## src/rtl/sr_latch_ctrl_pkg.sv

```systemverilog
// Shared types and helpers for the SR latch controller: FSM states, operation
// codes and the latch readback payload.
package sr_latch_ctrl_pkg;

  localparam int unsigned PULSE_CYC_DEF = 4;
  localparam int unsigned GUARD_CYC_DEF = 2;
  localparam int unsigned CNT_W_DEF     = 8;

  typedef enum logic [2:0] {
    ST_INIT  = 3'd0,
    ST_IDLE  = 3'd1,
    ST_PULSE = 3'd2,
    ST_GUARD = 3'd3,
    ST_CHECK = 3'd4
  } state_e;

  typedef enum logic {
    OP_CLR = 1'b0,
    OP_SET = 1'b1
  } op_e;

  typedef struct packed {
    logic q;
    logic qn;
  } latch_fb_t;

  // Readback is good only when Q matches the operation and Qn is its complement.
  function automatic logic fb_matches(input op_e op, input latch_fb_t fb);
    return (fb.q == logic'(op)) && (fb.qn != fb.q);
  endfunction

endpackage

```

## src/rtl/sr_pulse_timer.sv

```systemverilog
// Loadable down-counter shared by the pulse and guard phases; holds at zero
// instead of wrapping.
module sr_pulse_timer #(
  parameter int unsigned CNT_W = 8
) (
  input  logic             clk,
  input  logic             rst_n,
  input  logic             load_i,
  input  logic [CNT_W-1:0] load_val_i,
  output logic             zero_c
);

  logic [CNT_W-1:0] cnt_q;
  logic [CNT_W-1:0] cnt_d;

  always_comb begin
    cnt_d = cnt_q;
    if (load_i) begin
      cnt_d = load_val_i;
    end else if (cnt_q != '0) begin
      cnt_d = cnt_q - CNT_W'(1);
    end
  end

  always_ff @(posedge clk or negedge rst_n) begin
    if (!rst_n) begin
      cnt_q <= '0;
    end else begin
      cnt_q <= cnt_d;
    end
  end

  assign zero_c = (cnt_q == '0);

endmodule

```

## src/rtl/sr_latch_ctrl.sv

```systemverilog
// Sequences an external NOR SR latch for a set and a clear requester: timed,
// mutually exclusive S/R pulses, a guard gap, then readback verification.
module sr_latch_ctrl
  import sr_latch_ctrl_pkg::*;
#(
  parameter int unsigned PULSE_CYC = PULSE_CYC_DEF,
  parameter int unsigned GUARD_CYC = GUARD_CYC_DEF,
  parameter int unsigned CNT_W     = CNT_W_DEF
) (
  input  logic clk,
  input  logic rst_n,
  input  logic set_req,
  input  logic clr_req,
  input  logic err_clr,
  input  logic q_fb,
  input  logic qn_fb,
  output logic latch_s,
  output logic latch_r,
  output logic set_ack,
  output logic clr_ack,
  output logic busy,
  output logic done,
  output logic err,
  output logic q_state
);

  localparam logic [CNT_W-1:0] PULSE_LD = CNT_W'(PULSE_CYC - 1);
  localparam logic [CNT_W-1:0] GUARD_LD = CNT_W'(GUARD_CYC - 1);

  state_e state_q, state_d;
  op_e    op_q, op_d;
  op_e    last_op_q, last_op_d;
  logic   forced_q, forced_d;
  logic   latch_s_q, latch_s_d;
  logic   latch_r_q, latch_r_d;
  logic   set_ack_q, set_ack_d;
  logic   clr_ack_q, clr_ack_d;
  logic   busy_q, busy_d;
  logic   done_q, done_d;
  logic   err_q, err_d;
  logic   q_state_q, q_state_d;

  logic             tmr_load_c;
  logic [CNT_W-1:0] tmr_val_c;
  logic             tmr_zero_c;
  latch_fb_t        fb_c;

  assign fb_c = {q_fb, qn_fb};

  sr_pulse_timer #(
    .CNT_W(CNT_W)
  ) u_timer (
    .clk       (clk),
    .rst_n     (rst_n),
    .load_i    (tmr_load_c),
    .load_val_i(tmr_val_c),
    .zero_c    (tmr_zero_c)
  );

  // Next-state, timer control and next values of every registered output.
  always_comb begin
    state_d    = state_q;
    op_d       = op_q;
    last_op_d  = last_op_q;
    forced_d   = forced_q;
    q_state_d  = q_state_q;
    err_d      = err_q & ~err_clr;
    set_ack_d  = 1'b0;
    clr_ack_d  = 1'b0;
    done_d     = 1'b0;
    tmr_load_c = 1'b0;
    tmr_val_c  = PULSE_LD;

    case (state_q)
      ST_INIT: begin
        // Latch content is unknown after power-up, so force a clear.
        state_d    = ST_PULSE;
        op_d       = OP_CLR;
        forced_d   = 1'b1;
        tmr_load_c = 1'b1;
      end
      ST_IDLE: begin
        if (set_req || clr_req) begin
          if (set_req && clr_req) begin
            op_d = (last_op_q == OP_SET) ? OP_CLR : OP_SET;
          end else begin
            op_d = set_req ? OP_SET : OP_CLR;
          end
          state_d    = ST_PULSE;
          tmr_load_c = 1'b1;
          set_ack_d  = (op_d == OP_SET);
          clr_ack_d  = (op_d == OP_CLR);
        end
      end
      ST_PULSE: begin
        if (tmr_zero_c) begin
          state_d    = ST_GUARD;
          tmr_load_c = 1'b1;
          tmr_val_c  = GUARD_LD;
        end
      end
      ST_GUARD: begin
        if (tmr_zero_c) begin
          state_d = ST_CHECK;
        end
      end
      ST_CHECK: begin
        if (fb_matches(op_q, fb_c)) begin
          q_state_d = (op_q == OP_SET);
        end else begin
          err_d = 1'b1;
        end
        // The forced clear has no requester, so it does not move the round-robin.
        if (!forced_q) begin
          last_op_d = op_q;
        end
        forced_d = 1'b0;
        done_d   = 1'b1;
        state_d  = ST_IDLE;
      end
      default: begin
        state_d = ST_INIT;
      end
    endcase

    latch_s_d = (state_d == ST_PULSE) && (op_d == OP_SET);
    latch_r_d = (state_d == ST_PULSE) && (op_d == OP_CLR);
    busy_d    = (state_d != ST_IDLE);
  end

  always_ff @(posedge clk or negedge rst_n) begin
    if (!rst_n) begin
      state_q   <= ST_INIT;
      op_q      <= OP_CLR;
      last_op_q <= OP_SET;
      forced_q  <= 1'b0;
      latch_s_q <= 1'b0;
      latch_r_q <= 1'b0;
      set_ack_q <= 1'b0;
      clr_ack_q <= 1'b0;
      busy_q    <= 1'b0;
      done_q    <= 1'b0;
      err_q     <= 1'b0;
      q_state_q <= 1'b0;
    end else begin
      state_q   <= state_d;
      op_q      <= op_d;
      last_op_q <= last_op_d;
      forced_q  <= forced_d;
      latch_s_q <= latch_s_d;
      latch_r_q <= latch_r_d;
      set_ack_q <= set_ack_d;
      clr_ack_q <= clr_ack_d;
      busy_q    <= busy_d;
      done_q    <= done_d;
      err_q     <= err_d;
      q_state_q <= q_state_d;
    end
  end

  assign latch_s = latch_s_q;
  assign latch_r = latch_r_q;
  assign set_ack = set_ack_q;
  assign clr_ack = clr_ack_q;
  assign busy    = busy_q;
  assign done    = done_q;
  assign err     = err_q;
  assign q_state = q_state_q;

  // S=R=1 is the forbidden latch input and must never be driven.
  a_mutex: assert property (@(posedge clk) !(latch_s_q && latch_r_q));

  a_set_ack_in_pulse: assert property (@(posedge clk) disable iff (!rst_n)
    set_ack_q |-> latch_s_q);

  a_clr_ack_in_pulse: assert property (@(posedge clk) disable iff (!rst_n)
    clr_ack_q |-> latch_r_q);

endmodule

```

## config.mk

```make
export PLATFORM = sky130hd
export DESIGN_NAME = sr_latch_ctrl
export DESIGN_NICKNAME = d
export VERILOG_FILES = /design/src/rtl/sr_latch_ctrl_pkg.sv /design/src/rtl/sr_pulse_timer.sv /design/src/rtl/sr_latch_ctrl.sv
export SDC_FILE = /design/constraint.sdc
export NUM_CORES = 1
export LEC_CHECK = 0
export ABC_AREA = 0
export CORE_MARGIN = 1
export CORE_UTILIZATION = 30
export DETAILED_ROUTE_END_ITERATION = 16
export PLACE_DENSITY = 0.47
export SYNTH_ARGS = -nofsm -noshare
export SYNTH_HDL_FRONTEND = slang
export SYNTH_SLANG_ARGS = --single-unit
```

## constraint.sdc

```tcl
create_clock -name clk -period 5.5 [get_ports clk]
set_clock_uncertainty 0.2 [all_clocks]
set_input_delay 0.55 -clock clk [delete_from_list [all_inputs] [get_ports clk]]
set_output_delay 0.55 -clock clk [all_outputs]
set_load 0.01 [all_outputs]
```

==> results_dict.tcl <==
set metrics [dict create \
    seqCellArea_sq_um 551.8 \
    synth_top_family_by_area "simple AND/OR/NAND/NOR gates" \
    post-route-min-period_ns 2.195 \
    slew_viol_final 0 \
    die_h_um 61.58 \
    cp.arrival_ns 2.25 \
    synth_edf_count 0 \
    die_w_um 61.58 \
    p_total_uw 557.4 \
    rows 21 \
    ys_ff_latch 22 \
    vias 769 \
    synth_area_sq_um 1065 \
    die-area_sq_um 3791 \
    endpoint_kind "flip-flop" \
    dp_slack_ns 3.315 \
    cts_tree "yes" \
    muxShareOfSynthArea 0.04113 \
    drtPass1Iterations 4 \
    final-hold-violation-count 0 \
    final_cells 164 \
    ys_seq_area_frac 0.5182 \
    placed_cell_area_sq_um 1246 \
    cpMaxStageDelayCell "or4_1" \
    clockRootBuffer "clkbuf_4" \
    cp_num_buf_inv 0 \
    initial_core_util 0.3166 \
    ctsResizeCount 0 \
    wl_per_cell_um 12.12 \
    min_path_type "flip-flop to flip-flop" \
    path_max_fanout 7 \
    pin_count 15 \
    layout_setup_ws_ns 3.305 \
    h-tree-depth 1 \
    fillCellCount 369 \
    grt_pass1_wl_um 3456 \
    drive_gt1_frac 0.1525 \
    ir_drop_v 0.0001415 \
    whs_ns 0.3284 \
    yosysUniqueCellTypes 39 \
    synth.avg_cell_area_sq_um 10.24 \
    synth_compound_area_frac 0.1586 \
    fin_setup_tns_ns 0 \
    place_hpwl_um 1434 \
    dp_cells 160 \
    cts.sinks 22 \
    first_iter_violations 30 \
    status "finished clean" \
    antenna_found_initial 0 \
    synthArstFlopShare 1.000 \
    coreArea_sq_um 3363 \
    grt_pass1_vias 741 \
    critPathTopFamily "simple AND/OR/NAND/NOR gates" \
    setup_viol 0 \
    wl_um 1987 \
    multi_input_area_sq_um 466.7 \
    grt_remaining_overflow 0 \
    cp-start-kind "flip-flop" \
    fin_crit_sh 0.3991 \
    io_buffers 14 \
    fin_util 0.3813 \
    max_freq_mhz 455.6 \
    grt_max_degree 23 \
    rsz0062_at_grt "no" \
    viasPerCell 4.689 \
    syn_inst 104 \
    cts_buffer_depth 2 \
    p_leak_nw 0.5454 \
    cts_hold_buf 0 \
    drc 0 \
    synth_xor_area_frac 0.01645 \
    syn_to_final_growth_pct 20.45 \
    path_class "flip-flop to flip-flop" \
    clk_latency_ns 0.31 \
    power_density_nw_per_um2 434.6 \
    postCtsSetupBuffers 0 \
    nets 127 \
    synth_nets 112 \
    critPathMaxStageDelay_ns 0.69 \
    crit_chain "or4_1 > or3_4 > a21oi_4 > nand2b_1" \
    cts_made_buffers 3 \
    clk_pin_slew_ns 0.13 \
    diodes 0 \
    worst_pin_slew_ns 0.9920 \
    cap_violations 0 \
    yosys.area_share.simple 0.2103 \
    gp_congestion 0.7472 \
    drt.antenna.violating_nets 0 \
    synth_ff_type "dfrtp_1" \
    yosys.area_share.adder 0.01175 \
    fin_area_sq_um 1282 \
    crit_required_ns 5.56 \
    yosys_warnings 0 \
    relSlewSlack 0.3366 \
    grt_use_total 0.1284 \
]
final timing paths:
check / slack [ns] / cells past startpoint / end / start
worst max-delay path: 3.31 / 4 / u_timer.cnt_q[0]$_DFFE_PN0P_ / u_timer.cnt_q[3]$_DFFE_PN0P_
worst min-delay path: 0.33 / 1 / forced_q$_DFFE_PN0P_ / forced_q$_DFFE_PN0P_
worst max register to register: 3.31 / 4 / u_timer.cnt_q[0]$_DFFE_PN0P_ / u_timer.cnt_q[3]$_DFFE_PN0P_
worst min register to register: 0.33 / 1 / forced_q$_DFFE_PN0P_ / forced_q$_DFFE_PN0P_
max in group asynchronous: 3.92 / 1 / set_ack$_DFF_PN0_ / rst_n
min in group asynchronous: 0.57 / 1 / u_timer.cnt_q[0]$_DFFE_PN0P_ / rst_n
cells in the final DEF, fill, tap and decap left out, drive strengths merged:
master and count:
xnor2 2, nor3b 2, a21oi 6, or2 1, or2b 1, a211oi 1
or4 3, a311o 1, dfrtp 21, o21bai 1, o21ai 8, mux2i 1
nand3 3, o31ai 1, a21o 2, nor3 2, nor2 9, and3 1
or3 5, a2111oi 1, ha 1, inv 8, nand2 6, clkbuf 4
dfstp 1, nor2b 2, a31oi 1, nand2b 2, mux2 3, clkdlybuf4s50 14
nand3b 1, o22ai 1, a31o 1, o31a 1
logic make-up after synthesis:
| logic type | after synthesis |
|---|---|
| and+or+nand+nor | 38 |
| AOI/OAI and AO/OA | 25 |
| DFF | 22 |
| buffers and inverters | 12 |
| muxes | 4 |
| xor gates and xnor gates | 2 |
| adders and majority gates | 1 |
cell usage after synthesis (3+ instances only):
| library cell | n | area [sq um] |
|---|---|---|
| a21oi_1 | 5 | 25.02 |
| clkbuf_1 | 3 | 11.26 |
| dfrtp_1 | 21 | 525.5 |
| inv_1 | 8 | 30.03 |
| mux2_2 | 3 | 33.78 |
| nand2_1 | 6 | 22.52 |
| nand3_1 | 3 | 15.01 |
| nor2_1 | 9 | 33.78 |
| o21ai_0 | 8 | 40.04 |
flip-flops by register name, summed over array words and instances (netlist names):
register,cells
clr_ack,1
busy,1
last_op_q,1
latch_r,1
q_state,1
forced_q,1
u_timer.cnt_q,8
set_ack,1
latch_s,1
err,1
op_q,1
state_q,3
done,1
layout make-up:
class                           instances  share of cell area
Clock buffer                            4             0.02829
Timing Repair Buffer                   14              0.1093
Sequential cell                        22              0.4302
Tap cell                               46             0.04488
Inverter                                8             0.02341
Multi-Input combinational cell         70              0.3639
worst register-to-register path: stages (launching register included):
cell      delay (ns)
dfrtp_1         0.45
or4_1           0.69
or3_4           0.43
a21oi_4         0.24
nand2b_1        0.14
layer usage:
layer  global-route usage  up-vias  routed length [um]
met4              0.04762        0                  22
met1               0.1743      364                1026
met5                    0        -                   0
met2               0.1889        8                 881
li1                     -      395                   -
met3              0.04412        2                  57
power by group:
group	leakage, nW	internal (mW)	switching, mW
combinational	0.250	0.109	0.108
sequential	0.274	0.205	0.0456
clock	0.0210	0.0404	0.0499
No activity file was read; power rests on OpenSTA's default activity.
